$ cat src/rtl/mod_add_serial.sv
// mod_add_serial: digit-serial (A + B) mod P for the BLS12-381 base field; define MOD_ADD_SERIAL_SUB_EN to add op-selected (A - B) mod P
module full_adder (
    input  logic x,
    input  logic y,
    input  logic ci,
    output logic s,
    output logic co
);
    assign s  = x ^ y ^ ci;
    assign co = (x & y) | (ci & (x ^ y));
endmodule

module mod_add_serial #(
    parameter int               WIDTH   = 381,
    parameter int               DIGIT_W = 64,
    parameter logic [WIDTH-1:0] MODULUS = 381'h1a0111ea397fe69a4b1ba7b6434bacd764774b84f38512bf6730d2a0f6b0f6241eabfffeb153ffffb9feffffffffaaab
) (
    input  logic             clk,
    input  logic             rst_n,
    input  logic             in_valid,
    output logic             in_ready,
    input  logic [WIDTH-1:0] a,
    input  logic [WIDTH-1:0] b,
`ifdef MOD_ADD_SERIAL_SUB_EN
    input  logic             op,
`endif
    output logic             out_valid,
    input  logic             out_ready,
    output logic [WIDTH-1:0] result
);
    localparam int ND = (WIDTH + DIGIT_W - 1) / DIGIT_W;
    localparam int PW = ND * DIGIT_W;
    localparam int CW = ND > 1 ? $clog2(ND) : 1;
    typedef enum logic [1:0] {IDLE, CALC, DONE} state_t;
    state_t state, state_nx;
    logic [PW-1:0] a_sh, b_sh, p_sh, s_sh, d_sh, s_full, d_full;
    logic [CW-1:0] cnt;
    logic [DIGIT_W-1:0] b_d, s_d, d_d;
    logic [DIGIT_W:0] c;
    logic carry, borrow, sub, op_in, bo, sel, last, accept;
`ifdef MOD_ADD_SERIAL_SUB_EN
    assign op_in = op;
`else
    assign op_in = 1'b0;
`endif
    assign in_ready  = state == IDLE;
    assign out_valid = state == DONE;
    assign accept    = in_ready & in_valid;
    assign last      = cnt == CW'(ND - 1);
    assign b_d       = b_sh[DIGIT_W-1:0] ^ {DIGIT_W{sub}};
    assign c[0]      = carry;
    assign s_full    = {s_d, s_sh[PW-1:DIGIT_W]};
    assign d_full    = {d_d, d_sh[PW-1:DIGIT_W]};
    genvar i;
    generate
        for (i = 0; i < DIGIT_W; i = i + 1) begin : g_fa
            full_adder u_fa (.x(a_sh[i]), .y(b_d[i]), .ci(c[i]), .s(s_d[i]), .co(c[i+1]));
        end
    endgenerate
    // correction chain on the current sum digit: subtract P when adding, add P back when subtracting
    always_comb begin
        {bo, d_d} = sub ? {1'b0, s_d} + {1'b0, p_sh[DIGIT_W-1:0]} + (DIGIT_W+1)'(borrow)
                        : {1'b0, s_d} - {1'b0, p_sh[DIGIT_W-1:0]} - (DIGIT_W+1)'(borrow);
        sel = sub ? ~c[DIGIT_W] : c[DIGIT_W] | ~bo;
    end
    // state register
    always_ff @(posedge clk or negedge rst_n) begin
        if (!rst_n) state <= IDLE;
        else state <= state_nx;
    end
    // next-state: accept in IDLE, walk the digits, hold DONE until the consumer takes the result
    always_comb begin
        state_nx = state;
        if (state == IDLE && in_valid) state_nx = CALC;
        else if (state == CALC && last) state_nx = DONE;
        else if (state == DONE && out_ready) state_nx = IDLE;
    end
    // operand capture, one digit per CALC cycle, final selection latched on the last digit
    always_ff @(posedge clk or negedge rst_n) begin
        if (!rst_n) begin
            a_sh   <= '0;
            b_sh   <= '0;
            p_sh   <= '0;
            s_sh   <= '0;
            d_sh   <= '0;
            cnt    <= '0;
            carry  <= 1'b0;
            borrow <= 1'b0;
            sub    <= 1'b0;
            result <= '0;
        end else if (accept) begin
            a_sh   <= PW'(a);
            b_sh   <= PW'(b);
            p_sh   <= PW'(MODULUS);
            cnt    <= '0;
            carry  <= op_in;
            borrow <= 1'b0;
            sub    <= op_in;
        end else if (state == CALC) begin
            a_sh   <= a_sh >> DIGIT_W;
            b_sh   <= b_sh >> DIGIT_W;
            p_sh   <= p_sh >> DIGIT_W;
            s_sh   <= s_full;
            d_sh   <= d_full;
            cnt    <= cnt + CW'(1);
            carry  <= c[DIGIT_W];
            borrow <= bo;
            if (last) result <= sel ? d_full[WIDTH-1:0] : s_full[WIDTH-1:0];
        end
    end
endmodule

$ cat config.mk
export PLATFORM = sky130hd
export DESIGN_NAME = mod_add_serial
export DESIGN_NICKNAME = d
export VERILOG_FILES = /design/src/rtl/mod_add_serial.sv
export SDC_FILE = /design/constraint.sdc
export NUM_CORES = 2
export LEC_CHECK = 0
export CAP_MARGIN = 20
export CORE_AREA = 5 5 446 448
export CTS_CLUSTER_SIZE = 30
export DETAILED_ROUTE_END_ITERATION = 7
export DIE_AREA = 0 0 451 453
export PLACE_DENSITY_LB_ADDON = 0.12
export SLEW_MARGIN = 20
export SYNTH_ARGS = -nofsm -noshare
export SYNTH_HDL_FRONTEND = slang
export SYNTH_HIERARCHICAL = 1
export SYNTH_SLANG_ARGS = --single-unit
$ cat constraint.sdc
create_clock -name clk -period 25.5 [get_ports clk]
set_clock_uncertainty 0.2 [all_clocks]
set_input_delay 5.1 -clock clk [delete_from_list [all_inputs] [get_ports clk]]
set_output_delay 5.1 -clock clk [all_outputs]
set_load 0.05 [all_outputs]
# Word level (Yosys, flattened, before mapping)

Cells that the tools add are included.

Input port bits: 766
Logic and storage cells: 364
Flip-flop bits (word level): 2308
Output and inout port bits: 383

Mux-type cells: 16
Add/subtract/negate cells: 3
Reductions and logical operators: 8
Equality and inequality tests: 3
Bitwise gates (word level): 324

Operators by type and width:

| cell                | number |
|---|---|
| $mux 384            | 6 |
| $mux 381            | 1 |
| $and 1x1->1         | 129 |
| $xor 1x1->1         | 128 |
| $or 1x1->1          | 65 |
| $sub 64x64->65      | 1 |
| $sub 65x1->65       | 1 |
| $mux 2              | 3 |
| $mux 3              | 2 |
| $mux 1              | 4 |
| $add 3x1->3 const B | 1 |
| $eq 3x3->1 const B  | 1 |
| $logic_and 1x1->1   | 3 |
| $reduce_and 3->1    | 1 |
| $reduce_bool 3->1   | 1 |
| $eq 2x1->1 const B  | 1 |
| $eq 2x2->1 const B  | 1 |
| $logic_not 2->1     | 1 |
| $not 1->1           | 2 |
| $reduce_and 2->1    | 1 |
| $reduce_bool 2->1   | 1 |

# Longest topological paths before layout

Depth after elaboration: 133
Mapped depth: 81
Depth with buffers taken out: 78

# Cells and area by module

Netlist, hierarchy kept.

By module, submodules not included:

| module         | area each (um^2) | cells each | seq. area each (um^2) | times used |
|---|---|---|---|---|
| mod_add_serial | 79492.5          | 9157       | 45894.0               | 1 |
| full_adder     | 20.0             | 1          | 0.0                   | 64 |

# Worst setup path before layout

No wires, ideal clock.

Kind: register -> register
From: reg b_sh[0]
To: reg result[115]
Period minus slack after synthesis: 27637 ps
Cell stages (with the launch flop): 79
Arrival: 27355 ps
Setup time: 82 ps
Data required time: 25218 ps
Setup slack: -2137 ps
Path buffers: 2
Cells stage by stage: dfrtp_1 -> fa_1 -> fa_1 -> fa_1 -> fa_1 -> fa_1 -> fa_1 -> fa_1 -> fa_1 -> fa_1 -> fa_1 -> fa_1 -> fa_1 -> fa_1 -> fa_1 -> fa_1 -> fa_1 -> fa_1 -> [... 43 more ...] -> fa_1 -> fa_1 -> fa_1 -> fa_1 -> inv_1 -> ha_1 -> inv_1 -> ha_1 -> nand2_1 -> nor3_1 -> a32o_1 -> a311oi_2 -> o211a_2 -> mux2i_4 -> buf_2 -> clkbuf_1 -> nand2_1 -> a31oi_1

Longest elaborated chain between the ends: 133
Elaborated cells on any way between the ends: 199
Those cells by class: 2 x add/sub; 1 x mux; 196 x bitwise

RTL lines:

| element                | line | RTL |
|---|---|---|
| from (decl)            | 36   | `logic [PW-1:0] a_sh, b_sh, p_sh, s_sh, d_sh, s_full, d_full;` |
| from (signal assigned) | 93   | `b_sh <= PW'(b);` |
| from (signal assigned) | 101  | `b_sh <= b_sh >> DIGIT_W;` |
| $xor 1x1->1            | 10   | `assign co = (x & y) \| (ci & (x ^ y));` |
| $and 1x1->1            | 10   |  |
| $or 1x1->1 (*)         | 10   |  |
| named net c[1]         | 39   | `logic [DIGIT_W:0] c;` |
| $and 1x1->1 (*)        | 10   |  |
| $or 1x1->1 (*)         | 10   |  |
| named net c[2]         | 39   |  |
| $and 1x1->1 (*)        | 10   |  |
| [... 1 more ...]       | -    |  |
| named net c[3]         | 39   |  |
| [... 2 more ...]       | -    |  |
| named net c[4]         | 39   |  |
| [... 2 more ...]       | -    |  |
| named net c[5]         | 39   |  |
| [... 2 more ...]       | -    |  |
| named net c[6]         | 39   |  |
| [... 2 more ...]       | -    |  |
| named net c[7]         | 39   |  |
| [... 2 more ...]       | -    |  |
| named net c[8]         | 39   |  |
| [... 2 more ...]       | -    |  |
| named net c[9]         | 39   |  |
| [... 2 more ...]       | -    |  |
| named net c[10]        | 39   |  |
| [... 2 more ...]       | -    |  |
| named net c[11]        | 39   |  |
| [... 2 more ...]       | -    |  |
| named net c[12]        | 39   |  |
| [... 2 more ...]       | -    |  |
| named net c[13]        | 39   |  |
| [... 2 more ...]       | -    |  |
| named net c[14]        | 39   |  |
| [... 2 more ...]       | -    |  |
| named net c[15]        | 39   |  |
| [... 2 more ...]       | -    |  |
| named net c[16]        | 39   |  |
| [... 2 more ...]       | -    |  |
| named net c[17]        | 39   |  |
| [... 2 more ...]       | -    |  |
| named net c[18]        | 39   |  |
| [... 2 more ...]       | -    |  |
| named net c[19]        | 39   |  |
| [... 2 more ...]       | -    |  |
| named net c[20]        | 39   |  |
| [... 2 more ...]       | -    |  |
| named net c[21]        | 39   |  |
| [... 2 more ...]       | -    |  |
| named net c[22]        | 39   |  |
| [... 2 more ...]       | -    |  |
| named net c[23]        | 39   |  |
| [... 2 more ...]       | -    |  |
| named net c[24]        | 39   |  |
| [... 2 more ...]       | -    |  |
| named net c[25]        | 39   |  |
| [... 2 more ...]       | -    |  |
| named net c[26]        | 39   |  |
| [... 2 more ...]       | -    |  |
| named net c[27]        | 39   |  |
| [... 2 more ...]       | -    |  |
| named net c[28]        | 39   |  |
| [... 2 more ...]       | -    |  |
| named net c[29]        | 39   |  |
| [... 2 more ...]       | -    |  |
| named net c[30]        | 39   |  |
| [... 2 more ...]       | -    |  |
| named net c[31]        | 39   |  |
| [... 2 more ...]       | -    |  |
| named net c[32]        | 39   |  |
| [... 2 more ...]       | -    |  |
| named net c[33]        | 39   |  |
| [... 2 more ...]       | -    |  |
| named net c[34]        | 39   |  |
| [... 2 more ...]       | -    |  |
| named net c[35]        | 39   |  |
| [... 2 more ...]       | -    |  |
| named net c[36]        | 39   |  |
| [... 2 more ...]       | -    |  |
| named net c[37]        | 39   |  |
| [... 2 more ...]       | -    |  |
| named net c[38]        | 39   |  |
| [... 2 more ...]       | -    |  |
| named net c[39]        | 39   |  |
| [... 2 more ...]       | -    |  |
| named net c[40]        | 39   |  |
| [... 2 more ...]       | -    |  |
| named net c[41]        | 39   |  |
| [... 2 more ...]       | -    |  |
| named net c[42]        | 39   |  |
| [... 2 more ...]       | -    |  |
| named net c[43]        | 39   |  |
| [... 2 more ...]       | -    |  |
| named net c[44]        | 39   |  |
| [... 2 more ...]       | -    |  |
| named net c[45]        | 39   |  |
| [... 2 more ...]       | -    |  |
| named net c[46]        | 39   |  |
| [... 2 more ...]       | -    |  |
| named net c[47]        | 39   |  |
| [... 2 more ...]       | -    |  |
| named net c[48]        | 39   |  |
| [... 2 more ...]       | -    |  |
| named net c[49]        | 39   |  |
| [... 2 more ...]       | -    |  |
| named net c[50]        | 39   |  |
| [... 2 more ...]       | -    |  |
| named net c[51]        | 39   |  |
| [... 2 more ...]       | -    |  |
| named net c[52]        | 39   |  |
| [... 2 more ...]       | -    |  |
| named net c[53]        | 39   |  |
| [... 2 more ...]       | -    |  |
| named net c[54]        | 39   |  |
| [... 2 more ...]       | -    |  |
| named net c[55]        | 39   |  |
| [... 2 more ...]       | -    |  |
| named net c[56]        | 39   |  |
| [... 2 more ...]       | -    |  |
| named net c[57]        | 39   |  |
| [... 2 more ...]       | -    |  |
| named net c[58]        | 39   |  |
| [... 2 more ...]       | -    |  |
| named net c[59]        | 39   |  |
| [... 2 more ...]       | -    |  |
| named net c[60]        | 39   |  |
| [... 2 more ...]       | -    |  |
| named net c[61]        | 39   |  |
| [... 2 more ...]       | -    |  |
| named net c[62]        | 39   |  |
| [... 2 more ...]       | -    |  |
| named net c[63]        | 39   |  |
| $xor 1x1->1 (*)        | 9    | `assign s = x ^ y ^ ci;` |
| named net s_d[63]      | 38   | `logic [DIGIT_W-1:0] b_d, s_d, d_d;` |
| $sub 64x64->65 (*)     | 63   | `: {1'b0, s_d} - {1'b0, p_sh[DIGIT_W-1:0]} - (DIGIT_W+1)'(borrow);` |
| $sub 65x1->65 (*)      | 63   |  |
| $not 1->1 (*)          | 64   | `sel = sub ? ~c[DIGIT_W] : c[DIGIT_W] \| ~bo;` |
| $or 1x1->1 (*)         | 64   |  |
| $mux 381 (*)           | 108  | `if (last) result <= sel ? d_full[WIDTH-1:0] : s_full[WIDTH-1:0];` |
| to (signal assigned)   | 108  |  |
| to (decl)              | 29   | `output logic [WIDTH-1:0] result` |

Mark *: on every way through the listed nets, which the timed path passes. The rest lies on a longest branch.
A chain may end at the register's enable or synchronous reset.

# Worst setup path in the final report

From: reg b_sh[0]
To: reg result[7]

The elaborated chain is that of the path after synthesis.

==> impl_metrics.tcl <==
set metrics [dict create \
    wire_per_inst_um 24.09 \
    syn-instance-count 9221 \
    firstDrtPassIters 6 \
    slew_violations 0 \
    port_buffers 1148 \
    ff2ff_path_depth 80 \
    yosysTopAreaCell "dfrtp_1" \
    rsz0062_at_grt "true" \
    die_h_um 453 \
    synthTopCellsByCount "nand2_1, dfrtp_1, nor2_1" \
    drtAntennaViolNets 0 \
    hold_viol_final 0 \
    htreeDepth 4 \
    drt_iter0_drc 6435 \
    clock-sinks 1834 \
    layout.cells.non_filler 12918 \
    synth_top_area_frac 0.5682 \
    dp_cells 12436 \
    cts-root-buf "clkbuf_16" \
    path_class "reg2reg" \
    area_delta_synth_final_pct 27.59 \
    final_util 0.5307 \
    grt_pass1_vias 66875 \
    required_ps 26050 \
    critPathMostFrequentCell "fa_2" \
    synth.ff_latch_count 1834 \
    filler_cell_count 18214 \
    drv_cap 0 \
    wirelength_um 311200 \
    clock_latency_ps 830 \
    vias 68164 \
    endpoint_kind "flip-flop" \
    dp_worst_setup_slack_ps -1151 \
    worstSetupStartpointType "flip-flop" \
    syn_avg_cell_area_um2 8.760 \
    synth_cell_types 66 \
    max_clock_freq_ghz 0.03847 \
    yosysWarningCount 6 \
    synth_area_leaders "dfrtp_1, nand2_1, a22oi_1" \
    grt_first_pass_wirelength_um 454200 \
    finalCriticalPeriod_ps 25990 \
    drc 0 \
    start_util 0.4160 \
    die_area_mm2 0.2043 \
    worst-endpoint-arrival_ps 26550 \
    clkTransAtPathRegs_ps 60 \
    fin_crit_sh 1.019 \
    post-dp-hpwl_um 224300 \
    cpPeakStageDelay_ps 510 \
    vdd_ir_drop_max_v 0.00005242 \
    ys_seq_area_frac 0.5682 \
    place_congestion 0.9149 \
    synth.cell_area_mm2 0.08077 \
    crit_fanout 23 \
    grt_max_degree 226 \
    setup_viol 381 \
    hold_path_class "reg2reg" \
    outcome "complete, but fails checks" \
    synth_ff_type "dfrtp_1" \
    crit_slowest_cell "fa_1" \
    antenna_found_initial 136 \
    io_pins 1149 \
    cts_buffers 199 \
    drive_gt1_frac 0.06160 \
    cts.path.max_buffers 3 \
    layout.nets 11118 \
    coreArea_mm2 0.1942 \
    syn-num-nets 10181 \
    async_flop_share 1.000 \
    leakage_nw 50.95 \
    synth_edf_count 0 \
    power.density_mw_per_mm2 58.52 \
    final.setup.worst_slack_ps -494.7 \
    violations "setup timing" \
    yosysMostFrequentCell "nand2_1" \
    relSlewSlack 0.2283 \
    tightest_slew_ps 1158 \
    rows 162 \
    holdPathStages 2 \
    cts_tree "done" \
    vias_per_cell 5.277 \
    power_mw 6.031 \
    fp.dieW_um 451 \
    track_usage 0.2956 \
    grt.overflow.total 0 \
]
## layer usage
metal  share of wire  track usage  vias up  wire length, um
li1                -            -    32117                -
met1            0.41       0.3870    33292           128700
met2            0.48       0.4771     2129           149100
met3           0.058      0.05791      544            18140
met4           0.047       0.1360       82            14740
met5          0.0020            0        -              624
## power breakdown
part / leakage (nW) / switching [mW] / internal, mW
registers: 24.8 / 0 / 2.91
clock network: 3.24 / 1.22 / 1.71
logic: 22.9 / 0.0855 / 0.105
total: 51.0 / 1.30 / 4.73
## per-stage QoR
stage                     cell area (um2)  hold WS, ps  setup TNS, ps
after floorplan                     80950        238.6              0
after global placement              94480        249.0        -341320
after detailed placement            94480        255.6        -405350
after CTS                          102200        269.4        -183080
after global routing               103000        291.0        -386080
final                              103100        268.1        -158780
## path summary, 6_finish.rpt
path,slack [ps],from,endpoint
max,-490,b_sh[0]$_DFFE_PN0P_,result[7]$_DFFE_PN0P_
min,270,p_sh[123]$_DFFE_PN0P_,p_sh[123]$_DFFE_PN0P_
max reg2reg,-490,b_sh[0]$_DFFE_PN0P_,result[7]$_DFFE_PN0P_
min reg2reg,270,p_sh[123]$_DFFE_PN0P_,p_sh[123]$_DFFE_PN0P_
max in group asynchronous,16410,rst_n,s_sh[247]$_DFFE_PN0P_
min in group asynchronous,4030,rst_n,result[6]$_DFFE_PN0P_
## placed cells by master, fill, tap and decap left out, types with 55 or more instances in the layout
master           netlist  final
nand2_1             4120   4089
dfrtp_1             1834   1834
clkdlybuf4s50_1        0   1147
nor2_1               546    542
a22oi_1              507    507
a31oi_1              455    452
clkbuf_16              0    217
inv_1                207    205
nand3_1              156    155
a21oi_1              139    138
o21ai_0              139    133
ha_1                 128    126
buf_4                  2     97
diode_2                0     68
fa_2                   0     63
o21ai_1               51     55
## repair_timing
action	in CTS	in global routing
gates resized for setup	88	55
pin swaps	59	68
buffers inserted	16	11
hold buffers	0	0
setup endpoints to repair	382	382
gates cloned	21	16
## cell type report
cell class | instances | area, um2 | share of cell area
sequential | 1834 | 45890 | 0.4453
multi-input combinational | 6569 | 31970 | 0.3102
timing repair buffer | 1347 | 14450 | 0.1402
clock buffer | 304 | 5949 | 0.05773
tap | 2542 | 3181 | 0.03086
inverter | 207 | 777.0 | 0.007539
clock inverter | 47 | 665.6 | 0.006459
antenna | 68 | 170.2 | 0.001651
## sequential cells by signal, indices dropped and copies added (netlist names), 2 cells and up
| register | flops |
|---|---|
| a_sh | 381 |
| b_sh | 381 |
| cnt | 3 |
| d_sh | 320 |
| p_sh | 44 |
| result | 381 |
| s_sh | 320 |
| state | 2 |
## worst max-delay path: cells and delay by family (launching register included)
kind	cells	cell delay [ps]
buffers and inverters	6	790
adders and majority gates	66	23140
DFF	1	400
muxes	1	260
and+or+nand+nor	3	170
AOI/OAI and AO/OA	4	920
## kinds of logic (layout without fill, tap and decap cells)
logic type | Yosys count | after routing | share of synthesized area
AOI/OAI and AO/OA | 1414 | 1414 | 0.1151
xor gates and xnor gates | 61 | 61 | 0.006614
adders and majority gates | 194 | 194 | 0.03619
buffers and inverters | 818 | 1905 | 0.04083
DFF | 1834 | 1834 | 0.5682
muxes | 5 | 5 | 0.0008364
other | 0 | 68 | 0
and+or+nand+nor | 4895 | 4895 | 0.2322
Note: power is estimated with default switching activity, not from simulation.
